**src/rtl/trig_capture_pkg.sv**
```systemverilog
// Shared types and helpers for the multi-channel trigger/capture sequencer.
package trig_capture_pkg;

  typedef enum logic [1:0] {
    StIdle,
    StWaitTrig,
    StSync,
    StCapture
  } state_e;

  localparam int unsigned MissW = 16;

  // Bit offset of a channel inside the packed sample word (channel 0 in the LSBs).
  function automatic int ch_lsb(int ch, int adc_w);
    return ch * adc_w;
  endfunction

endpackage

```
**src/rtl/trig_edge_detect.sv**
```systemverilog
// Registers the trigger level and produces a one-cycle pulse on the selected edge.
module trig_edge_detect (
  input  logic clk,
  input  logic rst,
  input  logic trig,
  input  logic falling,
  output logic trig_edge
);

  logic last_trig;

  always_ff @(posedge clk or posedge rst) begin
    if (rst) begin
      last_trig <= 1'b0;
    end else begin
      last_trig <= trig;
    end
  end

  assign trig_edge = falling ? (~trig & last_trig) : (trig & ~last_trig);

endmodule

```
**src/rtl/trig_capture_fsm.sv**
```systemverilog
// Armed trigger sequencer: waits for an edge, skips the ADC pipeline latency, then streams
// decimated sample words to the capture-memory write port for N repetitions.
module trig_capture_fsm
  import trig_capture_pkg::*;
#(
  parameter int unsigned NUM_CH      = 2,
  parameter int unsigned ADC_W       = 14,
  parameter int unsigned CNT_W       = 24,
  parameter int unsigned ADDR_W      = 32,
  parameter int unsigned ADDR_STEP   = 4,
  parameter int unsigned ADC_LATENCY = 6
) (
  input  logic                    clk,
  input  logic                    rst,
  input  logic [NUM_CH*ADC_W-1:0] adc_data,
  input  logic                    trig,
  input  logic                    trig_falling,
  input  logic                    arm,
  input  logic                    abort,
  input  logic [CNT_W-1:0]        max_sample_cnt,
  input  logic [CNT_W-1:0]        max_repetition_cnt,
  input  logic [7:0]              decim,
  input  logic [ADDR_W-1:0]       base_addr,
  output logic [NUM_CH*ADC_W-1:0] data_out,
  output logic                    write_enable,
  output logic [ADDR_W-1:0]       write_address,
  output logic                    busy,
  output logic                    done,
  output logic [MissW-1:0]        missed_trig_cnt
);

  localparam int unsigned DataW = NUM_CH * ADC_W;

  state_e             state;
  logic [CNT_W-1:0]   cfg_max_sample;
  logic [7:0]         cfg_decim;
  logic               cfg_falling;
  logic [CNT_W-1:0]   rep_cnt;
  logic [CNT_W-1:0]   sample_cnt;
  logic [7:0]         phase;
  logic [7:0]         delay;
  logic [ADDR_W-1:0]  ptr;
  logic               trig_edge;
  logic [DataW-1:0]   sample_word;

  for (genvar c = 0; c < NUM_CH; c++) begin : g_pack
    localparam int Lsb = ch_lsb(c, ADC_W);
    assign sample_word[Lsb +: ADC_W] = adc_data[Lsb +: ADC_W];
  end

  trig_edge_detect u_edge (
    .clk       (clk),
    .rst       (rst),
    .trig      (trig),
    .falling   (cfg_falling),
    .trig_edge (trig_edge)
  );

  assign busy = (state != StIdle);

  always_ff @(posedge clk or posedge rst) begin
    if (rst) begin
      state           <= StIdle;
      cfg_max_sample  <= '0;
      cfg_decim       <= '0;
      cfg_falling     <= 1'b0;
      rep_cnt         <= '0;
      sample_cnt      <= '0;
      phase           <= '0;
      delay           <= '0;
      ptr             <= '0;
      data_out        <= '0;
      write_enable    <= 1'b0;
      write_address   <= '0;
      done            <= 1'b0;
      missed_trig_cnt <= '0;
    end else begin
      write_enable <= 1'b0;
      done         <= 1'b0;
      // Edges arriving while a capture is already in flight are only counted.
      if ((state == StSync || state == StCapture) && trig_edge &&
          missed_trig_cnt != {MissW{1'b1}}) begin
        missed_trig_cnt <= missed_trig_cnt + MissW'(1);
      end
      if (abort) begin
        state <= StIdle;
      end else begin
        unique case (state)
          StIdle: begin
            if (arm) begin
              if (max_repetition_cnt == '0) begin
                done <= 1'b1;
              end else begin
                cfg_max_sample  <= max_sample_cnt;
                cfg_decim       <= decim;
                cfg_falling     <= trig_falling;
                rep_cnt         <= max_repetition_cnt;
                ptr             <= base_addr;
                missed_trig_cnt <= '0;
                state           <= StWaitTrig;
              end
            end
          end
          StWaitTrig: begin
            if (trig_edge) begin
              delay <= 8'(ADC_LATENCY - 1);
              state <= StSync;
            end
          end
          StSync: begin
            if (delay == 8'd0) begin
              data_out      <= sample_word;
              write_enable  <= 1'b1;
              write_address <= ptr;
              ptr           <= ptr + ADDR_W'(ADDR_STEP);
              sample_cnt    <= cfg_max_sample;
              phase         <= cfg_decim;
              state         <= StCapture;
            end else begin
              delay <= delay - 8'd1;
            end
          end
          StCapture: begin
            if (sample_cnt == '0) begin
              rep_cnt <= rep_cnt - CNT_W'(1);
              if (rep_cnt == CNT_W'(1)) begin
                done  <= 1'b1;
                state <= StIdle;
              end else begin
                state <= StWaitTrig;
              end
            end else if (phase == 8'd0) begin
              sample_cnt    <= sample_cnt - CNT_W'(1);
              phase         <= cfg_decim;
              data_out      <= sample_word;
              write_enable  <= 1'b1;
              write_address <= ptr;
              ptr           <= ptr + ADDR_W'(ADDR_STEP);
            end else begin
              phase <= phase - 8'd1;
            end
          end
        endcase
      end
    end
  end

endmodule

```
**config.mk**
```make
export PLATFORM = sky130hd
export DESIGN_NAME = trig_capture_fsm
export DESIGN_NICKNAME = d
export VERILOG_FILES = /design/src/rtl/trig_capture_pkg.sv /design/src/rtl/trig_edge_detect.sv /design/src/rtl/trig_capture_fsm.sv
export SDC_FILE = /design/constraint.sdc
export NUM_CORES = 1
export LEC_CHECK = 0
export ABC_CLOCK_PERIOD_IN_PS = 15700
export BUFFER_PORTS_ARGS = -buffer_cell sky130_fd_sc_hd__buf_4
export CAP_MARGIN = 40
export CORE_MARGIN = 1.5
export CORE_UTILIZATION = 55
export CTS_CLUSTER_DIAMETER = 200
export DETAILED_ROUTE_END_ITERATION = 10
export PLACE_DENSITY = 0.87
export SLEW_MARGIN = 10
export SYNTH_ARGS = -nofsm -noshare
export SYNTH_HDL_FRONTEND = slang
export SYNTH_SLANG_ARGS = --single-unit
```
**constraint.sdc**
```tcl
create_clock -name clk -period 15.7 [get_ports clk]
set_input_delay 3.14 -clock clk [delete_from_list [all_inputs] [get_ports clk]]
set_output_delay 3.14 -clock clk [all_outputs]
set_load 0.005 [all_outputs]
```
# After elaboration in Yosys (flattened, before gate mapping)
# Cells that the tools add are included.
totals:
  reg_bits: 210
  in_bits: 122
  elab_cells: 119
classes:
  addsub: 6
  eq_ne: 18
  n_mux: 54
  bitwise_logic: 6
  reduce_logical: 20
op_table:
  columns: ["operator", "n"]
  rows:
  - ["2-to-1 mux 32 bit", 8]
  - ["2-to-1 mux 24 bit", 6]
  - ["one-hot mux 24 bit (2 select lines)", 2]
  - ["one-hot mux 32 bit (3 select lines)", 1]
  - ["2-to-1 mux 28 bit", 3]
  - ["2-to-1 mux 16 bit", 5]
  - ["one-hot mux 32 bit (2 select lines)", 1]
  - ["one-hot mux 28 bit (2 select lines)", 1]
  - ["logical NOT 24 bit", 2]
  - ["subtractor 24 x 1 -> 24 bit (second input constant)", 2]
  - ["2-to-1 mux 8 bit", 5]
  - ["adder 32 x 3 -> 32 bit (second input constant)", 1]
  - ["one-hot mux 8 bit (2 select lines)", 2]
  - ["equality test 24 x 1 -> 1 bit (second input constant)", 1]
  - ["adder 16 x 1 -> 16 bit (second input constant)", 1]
  - ["logical NOT 8 bit", 2]
  - ["!= test 16 bit (second input constant)", 1]
  - ["subtractor 8 x 1 -> 8 bit (second input constant)", 2]
  - ["AND reduction 5 bit", 3]
  - ["2-to-1 mux 2 bit", 6]
  - ["AND reduction 4 bit", 3]
  - ["2-to-1 mux 1 bit", 11]
  - ["!= test 2 bit (second input constant)", 5]
  - ["!= test 3 bit (second input constant)", 3]
  - ["14 further kinds", 27]

# Depth between registers and ports, before layout
# Gate-level depths: netlist of the first run.
logic_depth:
  ltp_word: 10
  mapped_depth: 10

# Hierarchy
# A second synthesis of the first run with hierarchy kept.
hier_totals:
  cells_unflattened: 1274
  hier_area_um2: 10690.3
modules_own_cells:
  columns: ["module", "instances", "cells_each", "area_each_um2", "seq_area_each_um2"]
  rows:
  - ["trig_capture_fsm", 1, 1269, 10639.0, 5230.0]
  - ["trig_edge_detect", 1, 5, 51.3, 25.0]

# Least setup slack after synthesis of the first run
# Ideal clock, no wire load.
synth_path:
  kind: "input to register"
  start: "input port max_repetition_cnt[4]"
  end: "register rep_cnt[12]"
  setup_ns: 0.121
  t_arrival_ns: 4.677
  path_slack_ns: 10.902
  cell_stages: 7
  n_path_buf: 1
  cell_sequence: "nor4_1 -> nand3_1 -> o22ai_1 -> or3_1 -> clkbuf_1 -> a21oi_1 -> o22a_1"
synth_between:
  elab_chain_len: 3
synth_rtl:
  columns: ["item", "line", "source"]
  rows:
  - ["from (decl)", "trig_capture_fsm.sv:21", "input logic [CNT_W-1:0] max_repetition_cnt,"]
  - ["logical NOT 24 bit", "trig_capture_fsm.sv:91", "if (max_repetition_cnt == '0) begin"]
  - ["!= test 2 bit (no source line)", null, null]
  - ["AND reduction 5 bit (no source line)", null, null]
  - ["to (signal assigned)", "trig_capture_fsm.sv:97", "rep_cnt <= max_repetition_cnt;"]
  - ["to (signal assigned)", "trig_capture_fsm.sv:125", "rep_cnt <= rep_cnt - CNT_W'(1);"]
  - ["to (decl)", "trig_capture_fsm.sv:38", "logic [CNT_W-1:0] rep_cnt;"]
# No other way between the ends.
# A chain may end at the register's enable or synchronous reset.

# Worst setup path in the final report of the first run
# Ends and elaborated chain as after synthesis.

==> summary.txt, run 1 <==
Power and ir drop
  – VDD IR max: between 0.1 and 0.15 mV
  – Sw Pwr: 887 uW
  – Sw frac: 37.7%
  – PD cells: 179 nW/um^2
  – Clock share of power: 22.1%
  – Comb power frac: about 36%
  – Lkg Pwr: between 0.005 and 0.006 uW
  – Tot Pwr: 2350 uW
  – Flop pwr share: approximately 42%
  – P_int: 1460 uW

Placement
  – Post-DP HPWL: 18500 um
  – PortBufs: 200
  – # placed instances: 1589
  – GPL Wtd Cong: 0.948
  – Placed instance area: 12400 um^2

Die
  – Die Height: 142 um
  – Starting Density: 56.5%
  – Rows: 50
  – DIE WIDTH: 142 um
  – IO Pins: roughly 200
  – Die area: approximately 20000 um^2
  – Core ar.: 18900 um^2

Critical path
  – Worst-path maximum fanout: 30
  – Critical Path AT: 5.59 ns
  – Critical Setup Path Class: in -> reg
  – Crit end category: register
  – Startpoint Class: input port
  – CP Data Required Time: 16.08 ns

Route
  – Residual DRC: 0
  – Routed via count: 9593
  – Drt wl/cell: 16.7 um
  – ANT nets after route: 0
  – Detailed Route Iter0 Violations: between 700 and 800
  – First-pass iteration count of the detailed router: 5
  – Vias per inst: 5.88
  – WL final: between 20000 and 30000 um

Synthesis
  – Syn Inst Count: 1184
  – Synth Cell Area: approximately 11000 um^2
  – Largest area contributor in the netlist: dfrtp_1
  – YS warnings: 0
  – Post-synthesis sequential area ratio: 49.2%
  – Yosys top cell area share: around 49%
  – EDFF count, synth: 0
  – Number of distinct library cells after synthesis: 73
  – Synthesized area per cell: 9.02 um^2
  – Mapped Nets: 1321
  – Async SR Flop Fraction: 100%
  – Area contributors post-synth: dfrtp_1 49%, nand2_1 9.1%, a21oi_1 5.5%
  – Synth Register Bits: 210
  – Main synth FF type: dfrtp_1

Clock network
  – TritonCTS sink count: 210
  – PostCTS Resize Cnt: 0
  – Clock root cell: clkbuf_16
  – Clock-pin slew on the worst setup and hold paths: about 0.060 ns
  – Post-CTS Hold Buffers: 0
  – CTS tree: yes
  – Setup repair bufs after CTS: 0
  – Htree depth: 1
  – CTS Buf Count: 23
  – Worst skew pair latency: 0.50 ns
  – Clock buffer depth: 3

Timing
  – Unrepaired setup endpoints after global routing: no
  – Setup violators final: 0
  – Fin. Hold Viols: 0
  – Measured slew at the worst slew-check pin: 0.865 ns
  – Setup TNS: 0 ns
  – Final worst path period share: around a third
  – Slew headroom: between 40% and 50%
  – Min Tclk post-route: 5.21 ns
  – Setup Skew: 0.00933 ns
  – Max Freq: between 150 and 200 MHz
  – Pins Over Slew Limit: 0

Global routing
  – Total grt overflow: 0
  – Largest net degree at the start of global routing: 95
  – Vias in the first global route: 9124
  – First-pass GRT wire length: roughly 45000 um
  – Initial antenna violation count: 1
  – Total GRT Usage: 27.1%

Layout
  – Share of layout cells above drive strength 1: 23.4%
  – Nets: 1491
  – Finished Core Util: a little over two thirds
  – Multi-input gate area: ~5000 um^2
  – FILL cells: 1513
  – Register area: 5260 um^2
  – Fin area: 13100 um^2
  – Area grow syn2layout: 23.0%
  – Final std cells w/o fill: 1631

Run status
  – Status: completed

Worst hold path
  – Hold crit path type: reg -> reg

Job
  – Max-Cap Viols: 0
[critical path, stage by stage]
cell	delay [ns]
buf_4	0.12
nor4_1	0.41
nand3_1	0.13
o22ai_1	0.63
or3_1	0.79
a21oi_1	0.13
o22a_1	0.23
[cell families (layout without fill, tap and decap cells)]
| family | Yosys count | count (layout) | share of synthesized area (%) |
|---|---|---|---|
| fa+ha+maj | 15 | 15 | 1.76 |
| mux | 38 | 38 | 3.97 |
| compound gates | 301 | 301 | 16.5 |
| other cells | 0 | 1 | 0 |
| buf+inv | 87 | 273 | 3.44 |
| flops | 210 | 210 | 49.2 |
| simple gates | 514 | 514 | 23.5 |
| xor+xnor | 19 | 19 | 1.56 |
[power groups by stage]
stage	registers [uW]	logic (uW)	clock network [uW]
after floorplan	941	575	0
after global placement	980	793	0
after detailed placement	992	833	0
after CTS	986	842	529
after global routing	1030	943	550
final	990	841	519
[area by class of cell]
cell class / count / share of cell area, %
clock buffers: 26 / 4.62
multi-input cells: 887 / 38.8
repair buffers: 214 / 12.6
clock inverters: 15 / 0.933
diodes: 1 / 0.0190
inverters: 18 / 0.571
flip-flops and latches: 210 / 40.0
well taps: 260 / 2.47
[placed cells by master (no fill, tap or decap), types with 4 or more instances in the layout]
cell and count:
nor2_1 66, buf_4 210, a2bb2oi_1 5, ha_1 14
o2bb2ai_1 4, nor4_1 17, xor2_1 11, dfrtp_1 210
xnor2_1 8, inv_1 17, o22ai_1 30, clkbuf_16 23
mux2_2 35, o21a_1 8, o21ai_1 4, a31oi_1 12
nand2b_1 6, nand4_1 23, and3_1 16, o32ai_1 8
a21o_1 9, nor3_1 23, o22a_1 5, nand3_1 40
nor3b_1 4, nor3_2 5, and4_1 4, nor4_4 5
nand2_1 258, clkinv_2 7, or4_1 5, a21oi_1 117
o21ai_0 76, or3_1 11, or2_2 4
[worst paths after layout]
kind,startpoint,end,slack (ns),cells after the start
hold reg to reg,write_address[19],write_address[19],0.46,2
setup / recovery,max_repetition_cnt[4],rep_cnt[12],10.49,7
max in group asynchronous,rst,ptr[18],11.59,5
hold / removal,write_address[19],write_address[19],0.46,2
min in group asynchronous,rst,missed_trig_cnt[9],2.61,2
setup reg to reg,state[0],ptr[11],12.52,9
[sequential cells by signal, indices dropped and copies added (netlist names)]
name,flops
cfg_decim,8
cfg_falling,1
cfg_max_sample,24
data_out,28
delay,8
done,1
missed_trig_cnt,16
phase,8
ptr,32
rep_cnt,24
sample_cnt,24
state,2
u_edge.last_trig,1
write_address,32
write_enable,1
[Yosys cell counts, drive strengths merged (4+ instances only)]
cell type  count
a31oi         12
a21o           9
nor4          22
o21ai         80
mux2          35
or4            7
nand2        258
nand4         23
o32ai          8
inv           18
dfrtp        210
nor2          66
a21oi        117
o22a           5
nor4b          4
or2            4
xnor2          8
nand3         41
ha            15
or3           15
a2bb2oi        5
o22ai         30
buf           20
and3          16
xor2          11
o21a           8
nor3          29
and4           5
clkbuf        49
o2bb2ai        4
nor3b          4
nand2b         6
[per-stage QoR]
| stage | setup slack (ns) | hold WS [ns] |
|---|---|---|
| detailed placement | 10.07 | 0.456 |
| global placement | 10.11 | 0.451 |
| finish | 10.49 | 0.463 |
| CTS | 10.52 | 0.471 |
| global route | 10.18 | 0.487 |
| floorplan | 6.82 | 0.442 |
[layer usage]
| metal | vias to the layer above | GRT usage, % | share of wire (%) |
|---|---|---|---|
| li1 | 4563 | - | - |
| met1 | 4556 | 35.5 | 41 |
| met2 | 404 | 46.0 | 49 |
| met3 | 70 | 3.40 | 6.9 |
| met4 | 0 | 10.7 | 3.4 |
| met5 | - | 0 | 0 |
(Power assumes the default switching activity.)
==> inputs of run 2 (changes only) <==
--- a/config.mk
+++ b/config.mk
@@ -5,14 +5,14 @@
 export SDC_FILE = /design/constraint.sdc
 export NUM_CORES = 1
 export LEC_CHECK = 0
-export ABC_CLOCK_PERIOD_IN_PS = 15700
+export ABC_CLOCK_PERIOD_IN_PS = 4450
 export BUFFER_PORTS_ARGS = -buffer_cell sky130_fd_sc_hd__buf_4
 export CAP_MARGIN = 40
 export CORE_MARGIN = 1.5
-export CORE_UTILIZATION = 55
+export CORE_UTILIZATION = 51
 export CTS_CLUSTER_DIAMETER = 200
 export DETAILED_ROUTE_END_ITERATION = 10
-export PLACE_DENSITY = 0.87
+export PLACE_DENSITY = 0.85
 export SLEW_MARGIN = 10
 export SYNTH_ARGS = -nofsm -noshare
 export SYNTH_HDL_FRONTEND = slang
==> constraint.sdc (replaced) <==
create_clock -name clk -period 4.45 [get_ports clk]
set_input_delay 0.89 -clock clk [delete_from_list [all_inputs] [get_ports clk]]
set_output_delay 0.89 -clock clk [all_outputs]
set_load 0.005 [all_outputs]
==> run 2 against run 1 <==
  * Critical path depth is 1 higher
  * Clock power increased to 4.3 times the previous value
  * First-iteration DRC count increased by 8.1%
  * Largest power group unchanged
  * Final cell count up 0.80%
  * Setup slack got worse by 9.2 ns
  * Routed wire length rose by 0.31%
  * Sequential power rose to 3.5 times the previous value
  * Register-to-register slack lost 11 ns
  * Global-route usage shrank 2.1 points
  * Worst hold slack better by 0.0043 ns
==> summary.txt, run 2 (synthesis results as in run 1) <==
Run status
  – Status: completed

Global routing
  – Total grt overflow: 0
  – Vias in the first global route: 9252
  – Total GRT Usage: around 25%
  – Initial antenna violation count: 0
  – First-pass GRT wire length: 45200 um
  – Largest net degree at the start of global routing: 131

Critical path
  – CP Data Required Time: 4.90 ns
  – Worst-path maximum fanout: 42
  – Worst path cell trace: ha_2, nor4bb_1, and4_1, a21o_1, or3_2, buf_4, nand2_1, nand2_1
  – WP depth: 8
  – Startpoint Class: register
  – CP top delay family: simple AND/OR/NAND/NOR gates
  – Critical Setup Path Class: reg -> reg
  – Bufs and invs on worst path: 1
  – Crit end category: register
  – R2R depth: 8
  – Slowest-stage cell, CP: or3_2
  – Top cell by count, worst path: nand2_1
  – Critical Path AT: 3.57 ns
  – CP peak stage delay: 0.71 ns

Worst hold path
  – Hold crit path type: reg -> reg
  – Hold depth: 2

Clock network
  – Htree depth: 1
  – CTS tree: yes
  – Worst skew pair latency: 0.52 ns
  – PostCTS Resize Cnt: 0
  – Clock root cell: clkbuf_16
  – Setup repair bufs after CTS: 0
  – CTS Buf Count: 24
  – TritonCTS sink count: 210
  – Post-CTS Hold Buffers: 0
  – Clock buffer depth: 3
  – Clock-pin slew on the worst setup and hold paths: roughly 0.07 ns

Timing
  – Max Freq: 321 MHz
  – Slew headroom: between 40% and 50%
  – Pins Over Slew Limit: 0
  – Unrepaired setup endpoints after global routing: no
  – Setup TNS: 0 ns
  – Final worst path period share: 70.1%
  – Fin. Hold Viols: 0
  – Setup Skew: 0.0132 ns
  – Setup violators final: 0
  – Min Tclk post-route: 3.12 ns
  – Measured slew at the worst slew-check pin: 0.889 ns

Power and ir drop
  – VDD IR max: 0.384 mV
  – Lkg Pwr: 0.00600 uW
  – PD cells: 654 nW/um^2
  – Tot Pwr: 8710 uW

Placement
  – GPL Wtd Cong: slightly below 0.9
  – Post-DP HPWL: roughly 18000 um
  – Placed instance area: approximately 12000 um^2
  – PortBufs: 200
  – # placed instances: 1600

Layout
  – ANT cells: 0
  – Most common cell after layout, fill and taps aside: nand2_1
  – Largest regs: ptr (32), write_address (32), data_out (28)
  – Register area: 5260 um^2
  – Fin area: 13300 um^2
  – Nets: 1493
  – Most frequent cells in the layout: 258 x nand2_1, 212 x buf_4, 210 x dfrtp_1
  – FILL cells: between 1500 and 2000
  – Multi-input gate area: around 5100 um^2
  – Final std cells w/o fill: 1644
  – Area grow syn2layout: 24.7%
  – Share of layout cells above drive strength 1: 23.4%

Die
  – DIE WIDTH: 148 um
  – Rows: 52
  – Die area: between 20000 and 25000 um^2
  – Starting Density: a little over half
  – Core ar.: 20400 um^2
  – IO Pins: 201
  – Die Height: roughly 150 um

Route
  – Drt wl/cell: 16.6 um
  – Residual DRC: 0
  – Detailed Route Iter0 Violations: between 800 and 900
  – ANT nets after route: 0
  – WL final: between 20000 and 30000 um
  – Vias per inst: 5.85
  – Routed via count: ~9600
  – First-pass iteration count of the detailed router: 5

Job
  – Max-Cap Viols: 0
[run 2: cell types whose count changed in the layout (fill, tap and decap cells not counted), sizes merged]
cell	change
clkinv	-5
bufinv	+5
clkbuf	+6
inv	-2
diode	-1
clkinvlp	-1
buf	+1
[run 2: final timing paths]
| kind | slack, ns | endpoint | start |
|---|---|---|---|
| min in group asynchronous | 0.52 | write_address[9] | rst |
| hold reg to reg | 0.47 | write_address[21] | write_address[21] |
| setup / recovery | 1.33 | write_address[9] | state[0] |
| max in group asynchronous | 3.28 | cfg_max_sample[13] | rst |
| setup reg to reg | 1.33 | write_address[9] | state[0] |
| hold / removal | 0.47 | write_address[21] | write_address[21] |
[run 2: worst min-delay path: cells and delay by family, from the launching register on]
family / cells / cell delay (ns)
DFF: 1 / 0.34
and+or+nand+nor: 2 / 0.10
[run 2: stage by stage]
stage	utilization (%)	setup WS (ns)	hold WS (ns)
floorplan	-	0.832	0.442
global placement	60.9	1.38	0.450
detailed placement	60.9	1.35	0.457
CTS	65.4	1.37	0.471
global route	65.4	1.12	0.487
finish	65.4	1.33	0.467
[run 2: cell type report]
type | count | share of cell area, %
Sequential cell | 210 | 39.5
Multi-Input combinational cell | 887 | 38.3
Timing Repair Buffer | 215 | 12.3
Clock buffer | 32 | 5.19
Tap cell | 270 | 2.54
Clock inverter | 12 | 1.68
Inverter | 18 | 0.535
[run 2: layer usage]
metal / vias to the layer above / routed length [um] / GRT usage (%) / part of all wire, %
met3: 69 / 1960 / 4.01 / 7.2
met5: - / 0 / 0 / 0
met2: 387 / 13100 / 41.1 / 48
met4: 0 / 795 / 8.15 / 2.9
li1: 4568 / - / - / -
met1: 4601 / 11400 / 33.9 / 42
[run 2: power breakdown]
part           internal, uW  switching [uW]
sequential             2730             770
combinational          1380            1580
clock                  1440             805
